[config.mk]
export PLATFORM = sky130hd
export DESIGN_NAME = screen_scanout
export DESIGN_NICKNAME = d
export VERILOG_FILES = /design/src/rtl/screen_scanout.sv
export SDC_FILE = /design/constraint.sdc
export NUM_CORES = 1
export LEC_CHECK = 0
export ABC_AREA = 1
export ABC_CLOCK_PERIOD_IN_PS = 1500
export BUFFER_PORTS_ARGS = -buffer_cell sky130_fd_sc_hd__buf_2
export CAP_MARGIN = 20
export CORE_UTILIZATION = 30
export DETAILED_ROUTE_END_ITERATION = 8
export HOLD_SLACK_MARGIN = 0.12
export PLACE_DENSITY = 0.53
export SKIP_CTS_REPAIR_TIMING = 1
export SYNTH_ARGS = -nofsm -noshare
export SYNTH_HDL_FRONTEND = slang
export SYNTH_SLANG_ARGS = --single-unit
[constraint.sdc]
create_clock -name clock -period 1.5 [get_ports clock]
set_input_delay 0.225 -clock clock [delete_from_list [all_inputs] [get_ports clock]]
set_output_delay 0.225 -clock clock [all_outputs]
set_load 0.02 [all_outputs]
[src/rtl/screen_scanout.sv]
// Screen buffer scan-out: walks screen memory in raster order and
// serializes each 16-bit word into a 1-bit pixel stream, LSB first.
module screen_scanout #(
  parameter int COLS_WORDS    = 32,
  parameter int ROWS          = 256,
  parameter int HBLANK_CYCLES = 0,
  parameter int VBLANK_CYCLES = 0
) (
  input  logic        clock,
  input  logic        reset,
  input  logic        enable,
  output logic        mem_rd,
  output logic [12:0] mem_addr,
  input  logic [15:0] mem_rdata,
  output logic        pix_valid,
  input  logic        pix_ready,
  output logic        pix_data,
  output logic        pix_sof,
  output logic        pix_sol,
  output logic        pix_eol,
  output logic        frame_done,
  output logic        busy
);

  localparam int RW = (ROWS > 1) ? $clog2(ROWS) : 1;
  localparam int CW = (COLS_WORDS > 1) ? $clog2(COLS_WORDS) : 1;

  typedef enum logic [2:0] {
    IDLE, FETCH, WAIT, STREAM, HBLANK, VBLANK
  } state_t;

  state_t        state, stateNext;
  logic [RW-1:0] row, rowNext;
  logic [CW-1:0] colWord, colNext;
  logic [3:0]    bitIdx, bitNext;
  logic [15:0]   blankCnt, blankNext;
  logic [15:0]   hold;
  logic [12:0]   addrHold, addrCalc;
  logic          doneNext;
  logic          accept, lastBit, lastCol, lastRow;

  assign addrCalc = 13'(32'(row) * COLS_WORDS + 32'(colWord));

  assign lastBit = (bitIdx == 4'd15);
  assign lastCol = (colWord == CW'(COLS_WORDS - 1));
  assign lastRow = (row == RW'(ROWS - 1));

  assign mem_rd    = (state == FETCH);
  assign mem_addr  = mem_rd ? addrCalc : addrHold;
  assign busy      = (state != IDLE);
  assign pix_valid = (state == STREAM);
  assign accept    = pix_valid & pix_ready;
  assign pix_data  = pix_valid & hold[bitIdx];
  assign pix_sof   = pix_valid & (row == '0) & (colWord == '0) & (bitIdx == 4'd0);
  assign pix_sol   = pix_valid & (colWord == '0) & (bitIdx == 4'd0);
  assign pix_eol   = pix_valid & lastCol & lastBit;

  always_comb begin
    stateNext = state;
    rowNext   = row;
    colNext   = colWord;
    bitNext   = bitIdx;
    blankNext = blankCnt;
    doneNext  = 1'b0;
    unique case (state)
      IDLE: begin
        if (enable) begin
          stateNext = FETCH;
          rowNext   = '0;
          colNext   = '0;
        end
      end
      FETCH: stateNext = WAIT;
      WAIT: begin
        stateNext = STREAM;
        bitNext   = 4'd0;
      end
      STREAM: begin
        if (accept) begin
          if (!lastBit) begin
            bitNext = bitIdx + 4'd1;
          end else if (!lastCol) begin
            colNext   = colWord + CW'(1);
            stateNext = FETCH;
          end else if (!lastRow) begin
            colNext = '0;
            rowNext = row + RW'(1);
            if (HBLANK_CYCLES == 0) begin
              stateNext = FETCH;
            end else begin
              stateNext = HBLANK;
              blankNext = 16'(HBLANK_CYCLES);
            end
          end else begin
            colNext  = '0;
            rowNext  = '0;
            doneNext = 1'b1;
            // Zero-length vblank decides restart vs. idle right here
            if (VBLANK_CYCLES == 0) begin
              stateNext = enable ? FETCH : IDLE;
            end else begin
              stateNext = VBLANK;
              blankNext = 16'(VBLANK_CYCLES);
            end
          end
        end
      end
      HBLANK: begin
        blankNext = blankCnt - 16'd1;
        if (blankCnt == 16'd1) stateNext = FETCH;
      end
      VBLANK: begin
        blankNext = blankCnt - 16'd1;
        if (blankCnt == 16'd1) stateNext = enable ? FETCH : IDLE;
      end
      default: stateNext = IDLE;
    endcase
  end

  always_ff @(posedge clock) begin
    if (reset) begin
      state      <= IDLE;
      row        <= '0;
      colWord    <= '0;
      bitIdx     <= '0;
      blankCnt   <= '0;
      hold       <= '0;
      addrHold   <= '0;
      frame_done <= 1'b0;
    end else begin
      state      <= stateNext;
      row        <= rowNext;
      colWord    <= colNext;
      bitIdx     <= bitNext;
      blankCnt   <= blankNext;
      frame_done <= doneNext;
      if (state == WAIT) hold <= mem_rdata;
      if (state == FETCH) addrHold <= addrCalc;
    end
  end

endmodule
==> results.md <==
- Final setup skew: 0.0188 ns
- Antenna violations before repair: 0
- Clock transition at the registers of the reported paths: 0.10 ns
- Cell Rows: 32
- CORE AREA: 7810 um2
- Largest net degree at the start of global routing: 27
- Final setup vio count: 35
- Total Power Consumption: 5450 uW
- Cell area after layout: 3570 um2
- Final cycle utilization of the critical path: 116%
- MaxCap Viol Count: 0
- Warning count from the yosys run: 0
- Root Buffer: sky130_fd_sc_hd__clkbuf_8
- WL per Instance: 11.7 um
- Distinct cell type count after synthesis: 26
- Source-to-sink clock delay at the later pin of the worst-skew pair: 0.31 ns
- Arrival time of data at the critical path endpoint: 1.52 ns
- Number of nets in the final layout: 462
- FF-to-FF Start: bitIdx[0]$_SDFFE_PP0P_
- Critical path endpoint category: output port
- Terminus of the critical flop-to-flop path: row[5]$_SDFFE_PP0P_
- PortBufs: 40
- Count of final hold-check violations: 0
- Setup Total Neg Slack: -4.37 ns
- Hold endpoint: hold[6]$_SDFFE_PP0N_
- Setup slack on the worst flop-to-flop path: -0.14 ns
- DRT Pass-1 Iters: 4
- Worst relative slew slack: 84.7%
- Total number of vias: 2,450
- Number of cells traversed by the worst hold path: 3
- VDD IR max: 0.901 mV
- Boundary Pins: 41
- Initial core utilization: 31.4%
- Count of clock tree sinks: 49
- Number of instances in the synthesized netlist: 364
- Area of placed instances: 2980 um2
- Total overflow reported by the global router: 0
- Mean instance size in the synthesized netlist: 6.73 um2
- Via count of the first global-routing pass: 2,348
- Via/cell ratio: 4.59
- Logic depth of the worst register-to-register path: 8
- Layout cell share with drive strength beyond 1: 38.0%
- Total wire length after detailed routing: 6230 um
- Worst Tran Pin Value: 0.228 ns
- Final core area utilization: 45.8%
- Highest-count cells in the layout ignoring fill and taps: sky130_fd_sc_hd__nand2_1, sky130_fd_sc_hd__dfxtp_1, sky130_fd_sc_hd__a21oi_1
- Filler cells: 791
- Signed area change from the synthesized netlist to the final layout: 45.9%
- Launch point of the worst path: colWord[0]$_SDFFE_PP0P_
- Critical setup path kind: reg -> out
- Mapped cell area: 2450 um2
- Violations in the final reports: negative setup slack
- Required time of the critical path: 1.27 ns
- Number of synthesized register bits: 49
- Number of routed nets with antenna violations: 0
- Final setup margin: -0.243 ns
- Sequential element share of the synthesized area: 40.1%
- Unrepaired setup endpoints after global routing: true
- Power per cell area: 1530 nW/um2
- Half-perimeter wire length after detailed placement: 4520 um
- Post-layout minimum cycle time: 1.74 ns
- Most common cell after layout, fill and taps aside: sky130_fd_sc_hd__nand2_1
- Hold Path Origin: mem_rdata[6]
- Status: complete, but fails checks
- Die Span Y: 92.3 um
- Residual DRC count: 0
- Worst setup timing slack at the placement stage: -0.0714 ns
- Width of the chip: 92.3 um
- Number of max-slew violations in the final report: 0
- Total Die Area: 8530 um2
- Syn Nets: 395
- First-pass GRT wire length: 10,400 um
- Clock buffers created by TritonCTS: 5
- Max Clk Rate: 574 MHz
- Startpoint kind of the worst setup timing path: flop
- Maximum fanout encountered on the critical timing path: 2
- Final weighted congestion of routability-driven global placement: 0.776
- TritonCTS clock tree: done
- Total track usage: 15.0%
- Clk buf depth: 2
- Count of H-tree levels built during CTS: 2
- Number of design-rule violations left by the first detailed-router iteration: 88
- Leak Pwr: 0.00158 uW
- Antenna diodes: 0
- Type of the most critical hold path: in -> reg
## cell families after synthesis
group	share of synthesized area, %
flip-flops	40.1
buffers and inverters	9.35
adder cells (fa/ha/maj)	5.62
XOR/XNOR	0.358
AO/OA/AOI/OAI	13.9
AND/OR/NAND/NOR	30.7
## synthesized netlist by cell type, drive strengths merged
cell type | count | area share, %
nand2 | 105 | 17
dfxtp | 49 | 40
inv | 47 | 7.2
a21oi | 41 | 8.4
nor2 | 41 | 6.4
o21ai | 24 | 4.9
nand3 | 21 | 5.2
ha | 11 | 5.6
clkbuf | 7 | 1.1
buf | 4 | 0.92
nand4 | 4 | 1.0
nor3 | 3 | 0.82
nor4 | 2 | 0.51
a21boi | 1 | 0.31
clkinv | 1 | 0.15
o21a | 1 | 0.31
or2 | 1 | 0.26
xor2 | 1 | 0.36
## area by class of cell
cell class / instances / area, um2 / area share, %
repair buffers: 71 / 637 / 17.8
inverters: 48 / 195 / 5.46
clock buffers: 5 / 68.8 / 1.93
flip-flops and latches: 49 / 996 / 27.9
well taps: 102 / 128 / 3.57
clock inverters: 3 / 25.0 / 0.700
multi-input cells: 256 / 1520 / 42.6
## state kept, by name (all words and copies together), names as in the netlist
signal	flops
hold	16
addrHold	13
row	8
colWord	5
bitIdx	4
state	2
frame_done	1
## metal layers
layer | share of wire (%) | global-route usage, %
met1 | 49 | 19.8
met4 | 1.0 | 5.99
met3 | 3.7 | 2.30
met2 | 47 | 24.4
met5 | 0 | 0
## power by group
part | leakage, uW | internal [uW] | total [uW] | switching, uW
clock network | 0.0000447 | 338 | 837 | 499
registers | 0.000402 | 1550 | 1720 | 166
logic | 0.00113 | 1260 | 2900 | 1630
total | 0.00158 | 3150 | 5450 | 2300
## worst max path at each step
stage / endpoint / cells after the start
3_5_place_dp: row[5]$_SDFFE_PP0P_ / 10
5_1_grt: pix_eol / 7
6_report: pix_eol / 7
2_1_floorplan: pix_sof / 6
3_3_place_gp: colWord[2]$_SDFFE_PP0P_ / 9
4_1_cts: pix_eol / 7
## critical path: stages (launching register included)
cell and delay [ns]:
sky130_fd_sc_hd__dfxtp_2 0.38, sky130_fd_sc_hd__ha_4 0.15, sky130_fd_sc_hd__nand2_2 0.06, sky130_fd_sc_hd__nor2_2 0.11
sky130_fd_sc_hd__ha_2 0.19, sky130_fd_sc_hd__nand2_2 0.08, sky130_fd_sc_hd__nor2_4 0.12, sky130_fd_sc_hd__buf_6 0.13
## stage by stage
stage	hold slack (ns)	cells
floorplan	0.360	364
global placement	0.447	520
detailed placement	0.453	520
CTS	0.131	528
global route	0.130	534
finish	0.138	534
No activity file was read; power rests on OpenSTA's default activity.
